<file path="src/rtl/param_bcd_countdown_timer_if.sv">
// rtl/param_bcd_countdown_timer_if.sv - control and status bundle for the BCD countdown timer
//
// Signals:
//   tick                     time-base pulse, one clk wide
//   load, load_min10..sec1   load strobe and BCD load digits
//   start, pause, clear      run control
//   auto_reload              reload on expiry and keep running
//   min10, min1, sec10, sec1 current BCD count (registered)
//   running, expired         state decodes (RUN, DONE)
//   done_pulse               one-clk pulse on each expiry
// Modports: master drives controls and observes status; slave is the timer.
interface param_bcd_countdown_timer_if;
    logic       tick;
    logic       load;
    logic [3:0] load_min10;
    logic [3:0] load_min1;
    logic [3:0] load_sec10;
    logic [3:0] load_sec1;
    logic       start;
    logic       pause;
    logic       clear;
    logic       auto_reload;
    logic [3:0] min10;
    logic [3:0] min1;
    logic [3:0] sec10;
    logic [3:0] sec1;
    logic       running;
    logic       done_pulse;
    logic       expired;

    modport master (
        output tick, load, load_min10, load_min1, load_sec10, load_sec1,
        output start, pause, clear, auto_reload,
        input  min10, min1, sec10, sec1, running, done_pulse, expired
    );

    modport slave (
        input  tick, load, load_min10, load_min1, load_sec10, load_sec1,
        input  start, pause, clear, auto_reload,
        output min10, min1, sec10, sec1, running, done_pulse, expired
    );
endinterface

</file>
<file path="src/rtl/param_bcd_countdown_timer.sv">
// rtl/param_bcd_countdown_timer.sv - MM:SS BCD countdown timer with prescaler and auto-reload
//
// Parameters:
//   MIN10_MAX  largest legal minutes-tens digit (1..9)
//   TICK_DIV   tick pulses per counted second (>=1)
// Ports:
//   clk        clock, rising edge
//   reset_p    asynchronous active-high reset
//   bus        slave side of param_bcd_countdown_timer_if (controls in, count/status out)
// Control priority each clock: clear > load > start > pause > tick.
module param_bcd_countdown_timer #(
    parameter int MIN10_MAX = 9,
    parameter int TICK_DIV  = 1
) (
    input  logic                        clk,
    input  logic                        reset_p,
    param_bcd_countdown_timer_if.slave  bus
);

    localparam int             PW         = (TICK_DIV > 1) ? $clog2(TICK_DIV) : 1;
    localparam logic [PW-1:0]  PRESC_LAST = PW'(TICK_DIV - 1);
    localparam logic [3:0]     MIN10_LIM  = 4'(MIN10_MAX);

    typedef enum logic [1:0] {
        IDLE  = 2'd0,
        RUN   = 2'd1,
        PAUSE = 2'd2,
        DONE  = 2'd3
    } state_t;

    state_t        state_q, state_d;
    // Counts are packed {min10, min1, sec10, sec1}.
    logic [15:0]   count_q, count_d;
    logic [15:0]   reload_q, reload_d;
    logic [PW-1:0] presc_q, presc_d;
    logic          done_q, done_d;
    logic [15:0]   load_val;
    logic          count_zero;
    logic          reload_zero;

    function automatic logic [3:0] clamp(input logic [3:0] v, input logic [3:0] lim);
        return (v > lim) ? lim : v;
    endfunction

    // One-second BCD decrement with borrow; never applied to 00:00.
    function automatic logic [15:0] bcd_dec(input logic [15:0] c);
        logic [3:0] m10, m1, s10, s1;
        {m10, m1, s10, s1} = c;
        if (s1 != 4'd0) begin
            s1 = s1 - 4'd1;
        end else begin
            s1 = 4'd9;
            if (s10 != 4'd0) begin
                s10 = s10 - 4'd1;
            end else begin
                s10 = 4'd5;
                if (m1 != 4'd0) begin
                    m1 = m1 - 4'd1;
                end else begin
                    m1  = 4'd9;
                    m10 = m10 - 4'd1;
                end
            end
        end
        return {m10, m1, s10, s1};
    endfunction

    always_comb begin
        load_val    = {clamp(bus.load_min10, MIN10_LIM), clamp(bus.load_min1, 4'd9),
                       clamp(bus.load_sec10, 4'd5), clamp(bus.load_sec1, 4'd9)};
        count_zero  = (count_q == 16'h0000);
        reload_zero = (reload_q == 16'h0000);

        state_d  = state_q;
        count_d  = count_q;
        reload_d = reload_q;
        presc_d  = presc_q;
        done_d   = 1'b0;

        if (bus.clear) begin
            count_d = 16'h0000;
            presc_d = '0;
            state_d = IDLE;
        end else if (bus.load) begin
            count_d  = load_val;
            reload_d = load_val;
            presc_d  = '0;
            state_d  = IDLE;
        end else if (bus.start && state_q != RUN) begin
            // A start that applies here consumes the cycle, so a same-cycle tick is dropped.
            case (state_q)
                IDLE, PAUSE: begin
                    if (!count_zero) begin
                        state_d = RUN;
                    end
                end
                DONE: begin
                    count_d = reload_q;
                    presc_d = '0;
                    state_d = reload_zero ? IDLE : RUN;
                end
                default: ;
            endcase
        end else if (bus.pause && state_q == RUN) begin
            state_d = PAUSE;
        end else if (bus.tick && state_q == RUN) begin
            if (presc_q == PRESC_LAST) begin
                presc_d = '0;
                if (count_zero) begin
                    // Sitting at 00:00 in RUN only happens after an auto-reload expiry.
                    count_d = reload_q;
                end else begin
                    count_d = bcd_dec(count_q);
                    if (count_q == 16'h0001) begin
                        done_d = 1'b1;
                        if (!(bus.auto_reload && !reload_zero)) begin
                            state_d = DONE;
                        end
                    end
                end
            end else begin
                presc_d = presc_q + 1'b1;
            end
        end
    end

    always_ff @(posedge clk or posedge reset_p) begin
        if (reset_p) begin
            state_q  <= IDLE;
            count_q  <= 16'h0000;
            reload_q <= 16'h0000;
            presc_q  <= '0;
            done_q   <= 1'b0;
        end else begin
            state_q  <= state_d;
            count_q  <= count_d;
            reload_q <= reload_d;
            presc_q  <= presc_d;
            done_q   <= done_d;
        end
    end

    assign bus.min10      = count_q[15:12];
    assign bus.min1       = count_q[11:8];
    assign bus.sec10      = count_q[7:4];
    assign bus.sec1       = count_q[3:0];
    assign bus.running    = (state_q == RUN);
    assign bus.expired    = (state_q == DONE);
    assign bus.done_pulse = done_q;

endmodule

</file>
<file path="src/flat_wrapper.sv">
// flat-port wrapper written by rule: the top's interface ports become plain ports
module param_bcd_countdown_timer_flat 
#(
    parameter int MIN10_MAX = 9,
    parameter int TICK_DIV  = 1
)
  (clk, reset_p, bus_tick, bus_load, bus_load_min10, bus_load_min1, bus_load_sec10, bus_load_sec1, bus_start, bus_pause, bus_clear, bus_auto_reload, bus_min10, bus_min1, bus_sec10, bus_sec1, bus_running, bus_done_pulse, bus_expired);
  param_bcd_countdown_timer_if bus_i ();
  input  logic clk;
  input  logic reset_p;
  input wire logic [$bits(bus_i.tick)-1:0] bus_tick;
  input wire logic [$bits(bus_i.load)-1:0] bus_load;
  input wire logic [$bits(bus_i.load_min10)-1:0] bus_load_min10;
  input wire logic [$bits(bus_i.load_min1)-1:0] bus_load_min1;
  input wire logic [$bits(bus_i.load_sec10)-1:0] bus_load_sec10;
  input wire logic [$bits(bus_i.load_sec1)-1:0] bus_load_sec1;
  input wire logic [$bits(bus_i.start)-1:0] bus_start;
  input wire logic [$bits(bus_i.pause)-1:0] bus_pause;
  input wire logic [$bits(bus_i.clear)-1:0] bus_clear;
  input wire logic [$bits(bus_i.auto_reload)-1:0] bus_auto_reload;
  output wire logic [$bits(bus_i.min10)-1:0] bus_min10;
  output wire logic [$bits(bus_i.min1)-1:0] bus_min1;
  output wire logic [$bits(bus_i.sec10)-1:0] bus_sec10;
  output wire logic [$bits(bus_i.sec1)-1:0] bus_sec1;
  output wire logic [$bits(bus_i.running)-1:0] bus_running;
  output wire logic [$bits(bus_i.done_pulse)-1:0] bus_done_pulse;
  output wire logic [$bits(bus_i.expired)-1:0] bus_expired;
  assign bus_i.tick = bus_tick;
  assign bus_i.load = bus_load;
  assign bus_i.load_min10 = bus_load_min10;
  assign bus_i.load_min1 = bus_load_min1;
  assign bus_i.load_sec10 = bus_load_sec10;
  assign bus_i.load_sec1 = bus_load_sec1;
  assign bus_i.start = bus_start;
  assign bus_i.pause = bus_pause;
  assign bus_i.clear = bus_clear;
  assign bus_i.auto_reload = bus_auto_reload;
  assign bus_min10 = bus_i.min10;
  assign bus_min1 = bus_i.min1;
  assign bus_sec10 = bus_i.sec10;
  assign bus_sec1 = bus_i.sec1;
  assign bus_running = bus_i.running;
  assign bus_done_pulse = bus_i.done_pulse;
  assign bus_expired = bus_i.expired;
  param_bcd_countdown_timer #(.MIN10_MAX(MIN10_MAX), .TICK_DIV(TICK_DIV)) u_core (.clk(clk), .reset_p(reset_p), .bus(bus_i));
endmodule
</file>
<file path="config.mk">
export PLATFORM = sky130hd
export DESIGN_NAME = param_bcd_countdown_timer_flat
export DESIGN_NICKNAME = d
export VERILOG_FILES = /design/src/rtl/param_bcd_countdown_timer_if.sv /design/src/rtl/param_bcd_countdown_timer.sv /design/src/flat_wrapper.sv
export SDC_FILE = /design/constraint.sdc
export NUM_CORES = 1
export LEC_CHECK = 0
export CAP_MARGIN = 20
export CORE_MARGIN = 2
export CORE_UTILIZATION = 45
export CTS_CLUSTER_DIAMETER = 50
export DETAILED_ROUTE_END_ITERATION = 8
export PLACE_DENSITY = 0.73
export RECOVER_POWER = 50
export SYNTH_ARGS = -nofsm -noshare
export SYNTH_HDL_FRONTEND = slang
export SYNTH_SLANG_ARGS = --single-unit
export TNS_END_PERCENT = 10
</file>
<file path="constraint.sdc">
create_clock -name clk -period 7.3 [get_ports clk]
set_input_delay 1.825 -clock clk [delete_from_list [all_inputs] [get_ports clk]]
set_output_delay 1.825 -clock clk [all_outputs]
set_load 0.1 [all_outputs]
</file>
==> impl_metrics.py <==
metrics = {
    "run_status": {
        "status": "complete, but fails checks",
        "violations": "max-capacitance violations, max-slew violations",
    },
    "synth": {
        "synth_seq_cells": 35,
        "synth_cells": 250,
        "ys_seq_area_share_pct": 40.6,
        "syn-num-nets": 281,
        "synth_area_per_cell_um2": 8.64,
        "yosysTopAreaCell": "dfrtp_1",
        "syn_area_mm2": 0.00216,
        "async_flop_share_pct": 100,
        "synthFlopType": "dfrtp_1",
        "synthTopCellsByArea": "dfrtp_1 41%, nand2_1 5.2%, o21ai_0 4.9%",
        "yosys_warnings": 0,
        "synth_top_area_share_pct": 40.6,
        "synth_edf_count": 0,
        "ys_types": 52,
    },
    "route": {
        "vias": 2058,
        "firstDrtPassIters": 4,
        "vias_per_cell": 5.98,
        "ant_nets": 0,
        "drc": 0,
        "initialDrtViolationCount": 167,
        "wl_per_cell_um": 16.7,
        "wl_um": 5730,
    },
    "worst_setup_path": {
        "r2r_start": "u_core.count_q[0]",
        "startpoint_type": "register",
        "r2r_setup_slack_ns": 4.63,
        "crit_required_ns": 5.48,
        "end_kind": "output port",
        "criticalPathCategory": "register to output port",
        "rr_endpoint": "u_core.count_q[10]",
        "reg2reg_depth": 7,
        "cp_data_arrival_time_ns": 2.37,
        "cp_max_fo": 10,
    },
    "placement": {
        "dp_hpwl_um": 4080,
        "numPortBuffers": 42,
        "place_area_mm2": 0.00260,
        "routabilityCongestion": 0.866,
    },
    "layout": {
        "final_core_util_pct": 57.6,
        "final_cell_mix": "40 x clkdlybuf4s50_1, 35 x dfrtp_1, 30 x nand2_1",
        "syn2layout_area_growth_pct": 24.3,
        "layout.nets": 320,
        "final_common_cell": "clkdlybuf4s50_1",
        "antenna_cells": 0,
        "drive_gt1_share_pct": 4.83,
        "final_area_mm2": 0.00268,
    },
    "die": {
        "io_pins": 43,
        "dieHeight_um": 73.3,
        "coreArea_mm2": 0.00466,
        "initial_core_util_pct": 46.3,
        "die_area_mm2": 0.00537,
        "num_rows": 25,
        "die_w_um": 73.3,
    },
    "timing": {
        "tns_ns": 0,
        "fin_crit_sh_pct": 57.4,
        "hold_viol": 0,
        "tightest_slew_ns": 1.99,
        "clock.fmax_mhz": 239,
        "rsz0062_at_grt": "no",
        "setup_viol": 0,
        "period_minus_slack_ns": 4.19,
        "maxSlewHeadroom_pct": -32.4,
        "fin_worst_skew_ns": 0.00807,
        "maxSlewViolCount": 36,
    },
    "global_routing": {
        "grt_overflow_total": 0,
        "grt_use_total_pct": 23.1,
        "grt_pass1_vias": 1927,
        "grt_max_degree": 36,
        "antenna_found_initial": 0,
        "grt_pass1_wl_um": 9360,
    },
    "worst_hold_path": {
        "hp-start": "u_core.reload_q[2]",
        "hold_depth": 1,
        "hp-class": "register to register",
        "hold_end": "u_core.reload_q[2]",
    },
    "power": {
        "vdd_ir_drop_max_mv": 0.111,
        "power.total_uw": 544,
        "powerDensity_mw_per_mm2": 203,
        "p_leak_uw": 0.00117,
    },
    "clock_network": {
        "cts_tree": "built",
        "clockBufferDepth": 2,
        "path_clk_slew_ns": 0.08,
        "cts_resized": 0,
        "cts_sinks": 35,
        "cts_buffers": 5,
        "clk-insertion-delay-late_ns": 0.29,
        "holdBufCountCts": 0,
        "post-cts-setup-buffers": 0,
        "clock-root-buffer": "clkbuf_8",
        "h-tree-depth": 2,
    },
    "flow_run": {
        "cap_violations": 1,
    },
}
==> where the power goes <==
| part | switching, uW | internal, uW |
|---|---|---|
| Clock | 73.4 | 66.7 |
| Sequential | 20.4 | 211 |
| Combinational | 114 | 58.0 |
| Total | 208 | 335 |
==> worst max-delay path by stage <==
stage                                 start           endpoint  slack [ns]  depth (start not counted)
after global placement            bus_clear  u_core.count_q[9]        3.38                          6
final                     u_core.state_q[0]        bus_running        3.11                          2
after global routing      u_core.state_q[0]        bus_running        2.96                          2
after CTS                 u_core.state_q[0]        bus_running        3.13                          2
after detailed placement          bus_clear  u_core.count_q[9]        3.27                          6
after floorplan           u_core.state_q[0]        bus_running        3.55                          2
==> cell type report <==
class,instances,area (um2)
Tap cell,54,67.6
Timing Repair Buffer,43,424
Clock buffer,6,72.6
Clock inverter,2,12.5
Inverter,15,56.3
Fill cell,431,1980
Sequential cell,35,876
Multi-Input combinational cell,189,1170
==> sequential cells by signal, summed over array words and instances, names as in the netlist <==
name,cells
u_core.count_q,16
u_core.reload_q,16
u_core.state_q,2
u_core.bus.done_pulse,1
==> cell usage after synthesis (all sizes together) (3+ instances only) <==
master,n
dfrtp,35
and2,5
inv,15
a21o,7
nand2b,5
o211ai,4
buf,5
a31oi,4
nor3,6
nor3b,3
o2111ai,4
nand2,31
o21ai,22
o21a,3
nand3,7
or3b,4
o22ai,4
nor4,6
nor2,17
a211oi,3
and3,3
ha,7
a21oi,17
clkbuf,6
==> stage by stage <==
step	std cells	worst slack, ns	hold slack (ns)
floorplan	250	3.55	0.467
global placement	336	3.38	0.496
detailed placement	336	3.27	0.502
CTS	344	3.13	0.522
global route	344	2.96	0.532
finish	344	3.11	0.526
==> worst max-delay path, stage by stage (launching register included) <==
cell             delay (ns)
dfrtp_1                0.50
nor2b_1                0.37
clkdlybuf4s50_1        1.20
==> cell families after synthesis <==
logic type,Yosys count,synth area share (%)
buffers and inverters,26,5.04
AND/OR/NAND/NOR,97,23.9
XOR/XNOR,3,1.22
AO/OA/AOI/OAI,81,24.7
flip-flops,35,40.6
multiplexers,1,0.521
adder cells (fa/ha/maj),7,4.06
==> routing by layer <==
metal | GRT usage, % | vias to the layer above | routed length, um
met4 | 7.61 | 0 | 47
li1 | - | 984 | -
met5 | 0 | - | 0
met3 | 5.21 | 5 | 351
met2 | 35.9 | 63 | 2700
met1 | 31.9 | 1006 | 2630
Power figures use the tool's default switching activity.
